`config.mk`:
```
export PLATFORM = sky130hd
export DESIGN_NAME = fifo_wr_ctrl
export DESIGN_NICKNAME = d
export VERILOG_FILES = /design/src/rtl/fifo_wr_ctrl.sv
export SDC_FILE = /design/constraint.sdc
export NUM_CORES = 1
export LEC_CHECK = 0
export BUFFER_PORTS_ARGS = -buffer_cell sky130_fd_sc_hd__buf_2
export CAP_MARGIN = 30
export CORE_MARGIN = 2
export CORE_UTILIZATION = 40
export DETAILED_ROUTE_END_ITERATION = 6
export PLACE_DENSITY = 0.65
export SLEW_MARGIN = 20
export SYNTH_ARGS = -nofsm -noshare
export SYNTH_HDL_FRONTEND = slang
export SYNTH_SLANG_ARGS = --single-unit
```
`constraint.sdc`:
```
create_clock -name wr_clk -period 3.95 [get_ports wr_clk]
set_input_delay 0.79 -clock wr_clk [delete_from_list [all_inputs] [get_ports wr_clk]]
set_output_delay 0.79 -clock wr_clk [all_outputs]
set_load 0.02 [all_outputs]
```
`src/rtl/fifo_wr_ctrl.sv`:
```
// ============================================================================
// Module   : fifo_wr_ctrl
// Purpose  : Writes one counting-pattern burst into a FIFO each time the FIFO
//            is seen empty, with settle delay, full back-pressure and abort.
// Revision : 1.0 - initial release
// ============================================================================
`default_nettype none

module fifo_wr_ctrl #(
   parameter int WAIT_CYC  = 10,
   parameter int BURST_LEN = 256,
   parameter int TIMEOUT   = 1024
) (
   input  logic        wr_clk,
   input  logic        rst_n,
   input  logic        fifo_empty,
   input  logic        fifo_full,
   output logic        fifo_wr_en,
   output logic [7:0]  fifo_wr_data,
   output logic        wr_busy,
   output logic [15:0] burst_cnt,
   output logic        timeout_err
);

   localparam logic [7:0]  SETTLE_LAST = 8'(WAIT_CYC - 1);
   localparam logic [9:0]  WORD_LAST   = 10'(BURST_LEN - 1);
   localparam logic [15:0] STALL_LAST  = 16'(TIMEOUT - 1);

   typedef enum logic [1:0] {
      S_IDLE   = 2'd0,
      S_SETTLE = 2'd1,
      S_WRITE  = 2'd2,
      S_DONE   = 2'd3
   } state_t;

   state_t      state_q,  state_d;
   logic        meta_q,   empty_s_q;
   logic [7:0]  settle_q, settle_d;
   logic [9:0]  word_q,   word_d;
   logic [7:0]  data_q,   data_d;
   logic [15:0] stall_q,  stall_d;
   logic [15:0] burst_q,  burst_d;
   logic        terr_q,   terr_d;

   // fifo_empty comes from the read clock domain; only empty_s_q is used
   always_ff @(posedge wr_clk or negedge rst_n) begin
      if (!rst_n) begin
         meta_q    <= 1'b0;
         empty_s_q <= 1'b0;
      end else begin
         meta_q    <= fifo_empty;
         empty_s_q <= meta_q;
      end
   end

   always_ff @(posedge wr_clk or negedge rst_n) begin
      if (!rst_n) begin
         state_q  <= S_IDLE;
         settle_q <= '0;
         word_q   <= '0;
         data_q   <= '0;
         stall_q  <= '0;
         burst_q  <= '0;
         terr_q   <= 1'b0;
      end else begin
         state_q  <= state_d;
         settle_q <= settle_d;
         word_q   <= word_d;
         data_q   <= data_d;
         stall_q  <= stall_d;
         burst_q  <= burst_d;
         terr_q   <= terr_d;
      end
   end

   assign fifo_wr_en = (state_q == S_WRITE) && !fifo_full;

   always_comb begin
      state_d  = state_q;
      settle_d = settle_q;
      word_d   = word_q;
      data_d   = data_q;
      stall_d  = stall_q;
      burst_d  = burst_q;
      terr_d   = terr_q;
      case (state_q)
         S_IDLE: begin
            if (empty_s_q) begin
               state_d  = S_SETTLE;
               settle_d = '0;
            end
         end
         S_SETTLE: begin
            if (!empty_s_q) begin
               state_d = S_IDLE;
            end else if (settle_q == SETTLE_LAST) begin
               state_d = S_WRITE;
               word_d  = '0;
               data_d  = '0;
               stall_d = '0;
            end else begin
               settle_d = settle_q + 8'd1;
            end
         end
         S_WRITE: begin
            if (fifo_wr_en) begin
               word_d  = word_q + 10'd1;
               data_d  = data_q + 8'd1;
               stall_d = '0;
               if (word_q == WORD_LAST) begin
                  state_d = S_DONE;
                  burst_d = burst_q + 16'd1;
               end
            end else begin
               stall_d = stall_q + 16'd1;
               if (stall_q == STALL_LAST) begin
                  state_d = S_DONE;
                  terr_d  = 1'b1;
               end
            end
         end
         S_DONE: begin
            // wait for the FIFO to report non-empty so a stale flag cannot re-trigger
            if (!empty_s_q) begin
               state_d = S_IDLE;
            end
         end
         default: state_d = S_IDLE;
      endcase
   end

   assign fifo_wr_data = data_q;
   assign wr_busy      = (state_q == S_SETTLE) || (state_q == S_WRITE);
   assign burst_cnt    = burst_q;
   assign timeout_err  = terr_q;

endmodule

`default_nettype wire

```
==> metrics <==
Synth Warn #=0; max-slew violations=0; Rel. slew slack=54.8%; Inserted Clock Buffers=9; CTS H-tree lvls=3; first-pass GRT wire length=11.4 mm; CP max stage delay=430 ps; VDD IR-drop max=0.219 mV; Syn Nets=344; Worst R2R Start=state_q[0]; min-delay worst type=reg -> reg; period utilization=69.5%; gr usage total=16.5%; CTS Sinks=63; Antenna Nets Post-Route=0; most common flop cell mapped by yosys=dfrtp_1; Critical Path End Type=output pin; Post-DP HPWL=4.78 mm; clock latency on the worst-skew pair=340 ps; wire length per cell=14.1 µm; Worst R2R End=stall_q[11]; post-synthesis cell area=0.00323 mm²; fill cell count=733; Ant. Diodes=0; Req. time, crit path=3160 ps; setup_tns=0 ps; Die W=93.9 µm; Layout area overhead=14.4%; clock buffer depth=2; worst hold slack=353 ps; final net count=378; Crit path max-delay family=adder cells; crit path buf inv count=2; # hold bufs at CTS=0; minimum clock period=2750 ps; origin of the worst setup path=state_q[0]; IO Port Bufs=30; starting density of the core=41.6%; capture point of the worst path=fifo_wr_en; share of layout cells above drive strength 1=16.0%; First-pass DRT Iterations=4; post-synthesis cell type count=42; IO Count=31; DRT iter0 DRCs=140; Final Skew=7.13 ps; Worst-path clk slew=70 ps; Fin. Hold Viols=0; cell row count=32; WP depth=4; EDFF count, synth=0; Die H=93.9 µm; vias in the first global route=2421; number of max-cap violations=0; CP Data Arrival Time=1960 ps; synthesized area per cell=9.82 µm²; most common cell after layout, fill and taps aside=dfrtp_1; register area share after synthesis=48.8%; status=complete, no violations; Syn Inst Count=329; crit path cell chain=inv_1, ha_1, nor2b_1, buf_2; Lkg Pwr=1.67 nW; #FFs+latches synth=63; GP Congestion=0.802; unrepaired setup endpoints after global routing=false; CP max stage cell=ha_1; Power Dens Cells=509 mW/mm²; Core ar.=0.00777 mm²; worst-margin pin slew=671 ps; highest-count cells in the layout ignoring fill and taps=dfrtp_1, nor2_1, buf_2; startpoint types=flip-flop; CTS tree=done; CP Max Fanout=11; largest net degree at the start of global routing=29; setup violators final=0; Crit Path Category=reg -> out; initial antenna violation count=0; DIE AREA=0.00881 mm²; via count=2544; Synth async-reset ratio=100%; drt drc=0; post_cts resized=0; Post CTS Setup Buffer Count=0; flop-to-flop setup slack=1540 ps; fmax=364 MHz; vias per std cell=5.41; drt total wl=6.62 mm; grt total ovfl=0; Worst R2R Path Depth=6; CTS root buf=clkbuf_8
report_power, final:
group          internal, mW  switching, mW  total [mW]  leakage [nW]
Sequential            0.745          0.129       0.874         0.810
Combinational         0.189          0.278       0.467         0.765
Clock                 0.289          0.252       0.541        0.0960
cell families after synthesis:
kind of cell | share of synthesized area (%)
adders and majority gates | 4.26
AOI/OAI and AO/OA | 9.91
and+or+nand+nor | 23.7
xor gates and xnor gates | 9.48
buffers and inverters | 2.25
DFF | 48.8
muxes | 1.63
state kept, by name (all words and copies together), names as in the netlist, named ones only:
register      count
meta_q            1
word_q           10
burst_cnt        16
fifo_wr_data      8
timeout_err       1
settle_q          8
empty_s_q         1
stall_q          16
state_q           1
worst min-delay path by stage:
stage / depth (start not counted) / slack [ps] / endpoint / from
2_1_floorplan: 0 / 330 / empty_s_q / meta_q
3_3_place_gp: 0 / 340 / empty_s_q / meta_q
3_5_place_dp: 0 / 340 / empty_s_q / meta_q
4_1_cts: 0 / 360 / empty_s_q / meta_q
5_1_grt: 0 / 380 / empty_s_q / meta_q
6_report: 0 / 350 / empty_s_q / meta_q
stage by stage:
step	cell area, µm²	cells	utilization [%]	setup WS, ps	power (mW)
floorplan	3230	329	-	1740	1.20
global placement	3510	454	45.2	1630	1.34
detailed placement	3510	454	45.2	1520	1.36
CTS	3700	470	47.6	1200	1.90
global route	3700	470	47.6	1120	2.01
finish	3700	470	47.6	1200	1.88
cell type report:
cell class | count | area, µm² | area share [%]
timing repair buffer | 35 | 188 | 5.08
tap | 102 | 128 | 3.45
clock inverter | 6 | 61.3 | 1.66
clock buffer | 10 | 128 | 3.45
multi-input combinational | 247 | 1590 | 43.0
sequential | 63 | 1580 | 42.6
inverter | 7 | 26.3 | 0.711
synthesized netlist by cell type, drive strengths merged (3+ instances only):
master	number	share of area (%)
nand2b	3	0.58
mux2i	3	0.93
nor4	9	2.6
inv	7	0.81
o21ai	29	4.5
nor3	11	1.7
a31oi	6	1.2
xor2	12	3.3
dfrtp	63	49
nor3b	3	0.85
nand4	12	2.3
a22o	5	1.4
ha	11	4.3
o31ai	6	1.4
and3	6	1.2
and2	3	0.58
nand3	22	3.4
nand2	24	2.8
nor2	38	4.4
clkbuf	10	1.2
xnor2	23	6.2
metal layers:
metal  share of wire, %  up-vias  global-route usage [%]
met2                 48       46                    26.5
met4                1.2        0                    4.71
met3                5.2        9                    4.74
li1                   -     1235                       -
met5                  0        -                       0
met1                 46     1254                    21.7
Power figures use the tool's default switching activity.
